--- config.mk ---
export PLATFORM = sky130hd
export DESIGN_NAME = pipe_skid_reg
export DESIGN_NICKNAME = d
export VERILOG_FILES = /design/src/rtl/pipe_skid_reg.sv
export SDC_FILE = /design/constraint.sdc
export NUM_CORES = 1
export LEC_CHECK = 0
export BUFFER_PORTS_ARGS = -buffer_cell sky130_fd_sc_hd__buf_2
export CORE_ASPECT_RATIO = 0.9
export CORE_MARGIN = 3
export CORE_UTILIZATION = 35
export DETAILED_ROUTE_END_ITERATION = 12
export SLEW_MARGIN = 20
export SYNTH_ARGS = -nofsm -noshare
export SYNTH_HDL_FRONTEND = slang
export SYNTH_SLANG_ARGS = --single-unit
--- constraint.sdc ---
create_clock -name clk -period 2.5 [get_ports clk]
set_input_delay 0.375 -clock clk [delete_from_list [all_inputs] [get_ports clk]]
set_output_delay 0.375 -clock clk [all_outputs]
set_load 0.01 [all_outputs]
--- src/rtl/pipe_skid_reg.sv ---
// pipe_skid_reg: two-entry (main + skid) valid/ready pipeline register with registered in_ready and flush.
// Optional saturating stall counter, present only when PIPE_STALL_CNT_EN is defined.
module pipe_skid_reg #(
  parameter int WIDTH = 8
`ifdef PIPE_STALL_CNT_EN
  , parameter int CNT_W = 16
`endif
) (
  input  logic             clk,
  input  logic             rst,
  input  logic             flush,
  input  logic             in_valid,
  output logic             in_ready,
  input  logic [WIDTH-1:0] in_data,
  output logic             out_valid,
  input  logic             out_ready,
  output logic [WIDTH-1:0] out_data
`ifdef PIPE_STALL_CNT_EN
  , output logic [CNT_W-1:0] stall_cnt
`endif
);

  logic             main_valid_q, main_valid_d;
  logic             skid_valid_q, skid_valid_d;
  logic [WIDTH-1:0] main_data_q, main_data_d;
  logic [WIDTH-1:0] skid_data_q, skid_data_d;
  logic             in_ready_q;
  logic             in_fire;
  logic             out_fire;

  assign in_fire  = in_valid && in_ready_q;
  assign out_fire = main_valid_q && out_ready;

  always_comb begin
    main_valid_d = main_valid_q;
    skid_valid_d = skid_valid_q;
    main_data_d  = main_data_q;
    skid_data_d  = skid_data_q;
    if (flush) begin
      // Only the valids clear; stale payloads are harmless once invalid.
      main_valid_d = 1'b0;
      skid_valid_d = 1'b0;
    end else if (skid_valid_q) begin
      if (out_fire) begin
        main_data_d  = skid_data_q;
        skid_valid_d = 1'b0;
      end
    end else if (main_valid_q) begin
      if (in_fire && out_fire) begin
        main_data_d = in_data;
      end else if (in_fire) begin
        skid_data_d  = in_data;
        skid_valid_d = 1'b1;
      end else if (out_fire) begin
        main_valid_d = 1'b0;
      end
    end else if (in_fire) begin
      main_data_d  = in_data;
      main_valid_d = 1'b1;
    end
  end

  always_ff @(posedge clk or posedge rst) begin
    if (rst) begin
      main_valid_q <= 1'b0;
      skid_valid_q <= 1'b0;
      main_data_q  <= '0;
      skid_data_q  <= '0;
      in_ready_q   <= 1'b0;
    end else begin
      main_valid_q <= main_valid_d;
      skid_valid_q <= skid_valid_d;
      main_data_q  <= main_data_d;
      skid_data_q  <= skid_data_d;
      // Ready is a pure register: no combinational path from out_ready.
      in_ready_q   <= !skid_valid_d;
    end
  end

  assign in_ready  = in_ready_q;
  assign out_valid = main_valid_q;
  assign out_data  = main_data_q;

`ifdef PIPE_STALL_CNT_EN
  logic [CNT_W-1:0] stall_cnt_q, stall_cnt_d;

  always_comb begin
    stall_cnt_d = stall_cnt_q;
    if (main_valid_q && !out_ready && (stall_cnt_q != {CNT_W{1'b1}}))
      stall_cnt_d = stall_cnt_q + 1'b1;
  end

  always_ff @(posedge clk or posedge rst) begin
    if (rst) stall_cnt_q <= '0;
    else     stall_cnt_q <= stall_cnt_d;
  end

  assign stall_cnt = stall_cnt_q;
`endif

endmodule
==> out/results.txt <==
Status: completed
Via/cell ratio: 4.86
FILL cells: 225
Critical path class: flop to flop
Worst EP required: 2690 ps
Max-Cap Viols: 0
Max FO, Critical Path: 12
Sequential power share: 54.8%
Layout cells sized above 1: 65.9%
Worst setup path start: skid_valid_q
CTS clk-pin slew, worst paths: 120 ps
Synth-to-layout area growth: 18.6%
Pwr/cell area: 727 nW/um^2
Crit path launch type: flop
CTS Buffer Depth: 2
P_leak: 0.513 nW
Critical Path Sink Type: flop
Reg2reg start: skid_valid_q
Initial DRC Count: 5
Worst path bufs/invs: 0
Via count: 530
Yosys top cell by area: dfrtp_1
Setup Skew: 19.0 ps
Seq/Total Area, Yosys: 53.9%
Fmax: 0.524 GHz
Hold Crit Class: input port to asynchronous set/reset pin
Row count: 16
Final Hold Vio Count: 0
Final wirelength: 1.54 mm
GPL Wtd Cong: 0.591
Port Buffers: 22
Die Footprint: 3160 um^2
Comb pwr share: 24.3%
Reg-to-reg slack, setup: 590 ps
DIE HEIGHT: 53.6 um
RSZ-0062 raised after global routing: false
NetSw: 0.204 mW
Worst r2r dst: skid_data_q[5]
Asr flop ratio synth: 100%
Avg WL per Cell: 14.1 um
Count of cell types in the netlist: 14
Worst-Skew Late Latency: 310 ps
Post-CTS Resized: 0
Synthesized area per cell: 15.5 um^2
Sw frac: 26.8%
Total Power: 0.760 mW
Vias in the first global route: 580
Top Family by Delay on Critical Path: simple AND/OR/NAND/NOR gates
Max transition margin: 50.7%
Clk sinks: 19
Top FF cell, synth: dfrtp_1
Synthesis Warnings: 0
Cells after Synth: 57
Slew @ Worst Pin: 739 ps
Slowest Stage Delay on Critical Path: 640 ps
Hold_buf cts: 0
Final Cycle Share: 76.3%
Storage cell area: 475 um^2
Setup Fix Bufs, Post-CTS: 0
Dominant cells by area after synthesis: dfrtp_1 54%, mux2_2 20%, mux2_4 14%
WP data arrival: 2090 ps
GRT Residual Overflow: 0
First-pass GRT wire length: 2.62 mm
Count of final max-slew check failures: 0
GRT Util Overall: 11.4%
Fin nets: 96
Multi-input gate area: 384 um^2
Netlist Area Pre-Place: 882 um^2
Residual DRC: 0
Final-report setup violation count: 0
CP Cell Sequence: nand3b_4, or4b_4, mux2_4
Starting Density: 38.7%
Largest net degree at the start of global routing: 20
CTS H-tree depth: 1
Mapped Nets: 70
Diode count: 0
CP max stage cell: or4b_4
Initial antenna violation count: 0
Antenna Nets Post-Route: 0
Post-synth EDFFs: 0
CTS tree: yes
Synth top area share: 53.9%
Most numerous cell in the Yosys netlist: dfrtp_1
#FFs+latches synth: 19
Setup Total Neg Slack: 0 ps
TritonCTS buffer count: 3
Floorplan core area: 2280 um^2
Pint: 0.556 mW
Pre-antenna DRT Iters: 2
Post-DP HPWL: 1.10 mm
Worst VDD drop: 375 uV
Synth cell count leaders: 19 x dfrtp_1, 16 x mux2_2, 8 x mux2_4, 3 x nand2_1, 2 x inv_1
Clk pwr share: 20.9%
Reg2Reg Depth: 3
Root Driver: clkbuf_4
# IOs: 23
Chip Width: 58.9 um
Minimum clock period: 1910 ps
==> per-stage QoR <==
| step | std cells | area (um^2) | hold WS (ps) | setup WS (ps) | utilization, % |
|---|---|---|---|---|---|
| after global placement | 105 | 1020 | 486 | 648 | 44.6 |
| after CTS | 109 | 1050 | 188 | 586 | 45.8 |
| after floorplan | 57 | 882 | 326 | 892 | - |
| after global routing | 109 | 1050 | 214 | 526 | 45.8 |
| final | 109 | 1050 | 170 | 593 | 45.8 |
| after detailed placement | 105 | 1020 | 487 | 613 | 44.6 |
==> kinds of logic (layout without fill, tap and decap cells) <==
logic type,count (synthesis),after routing,synth area share (%)
simple gates,7,7,6.67
buf+inv,4,29,2.55
compound gates,3,3,2.84
mux,24,24,34.0
flops,19,19,53.9
==> worst max-delay path by stage <==
| stage | to | slack (ps) | depth (start not counted) |
|---|---|---|---|
| global route | skid_data_q[5] | 530 | 3 |
| global placement | skid_data_q[5] | 650 | 3 |
| detailed placement | skid_data_q[3] | 610 | 3 |
| finish | skid_data_q[5] | 590 | 3 |
| floorplan | skid_data_q[0] | 890 | 4 |
| CTS | skid_data_q[5] | 590 | 3 |
==> flip-flops by register name, indices dropped and copies added (netlist names) <==
name and cells:
in_ready 1, out_valid 1, skid_valid_q 1, out_data 8
skid_data_q 8
==> area by class of cell <==
type                       instances  area share [%]
clock buffer                       3            2.15
tap                               27            3.23
timing repair buffer              23            11.2
sequential                        19            45.5
clock inverter                     1           0.478
inverter                           2           0.718
multi-input combinational         34            36.7
==> layer usage <==
layer  vias up  global-route usage, %  share of wire [%]
met4         0                   1.13                  0
met5         -                      0                  0
met2        21                   18.0                 43
met3         0                   5.28                8.2
met1       254                   14.7                 49
li1        255                      -                  -
==> power by group through the flow <==
stage	combinational (mW)	sequential (mW)	clock (mW)
finish	0.185	0.417	0.159
detailed placement	0.190	0.421	0
CTS	0.189	0.417	0.171
global route	0.203	0.429	0.181
global placement	0.186	0.419	0
floorplan	0.114	0.430	0
==> cell usage in the layout, fill, tap and decap left out <==
master,netlist,final
buf_2,0,22
dfrtp_1,19,19
mux2_2,16,16
mux2_4,8,8
nand2_1,3,3
clkbuf_4,0,3
inv_1,2,2
nand3b_4,1,1
a221oi_2,1,1
or4b_4,1,1
nand3b_1,1,1
and2_1,1,1
o21ai_0,1,1
a21oi_1,1,1
clkinv_2,0,1
buf_4,0,1
(Power assumes the default switching activity.)
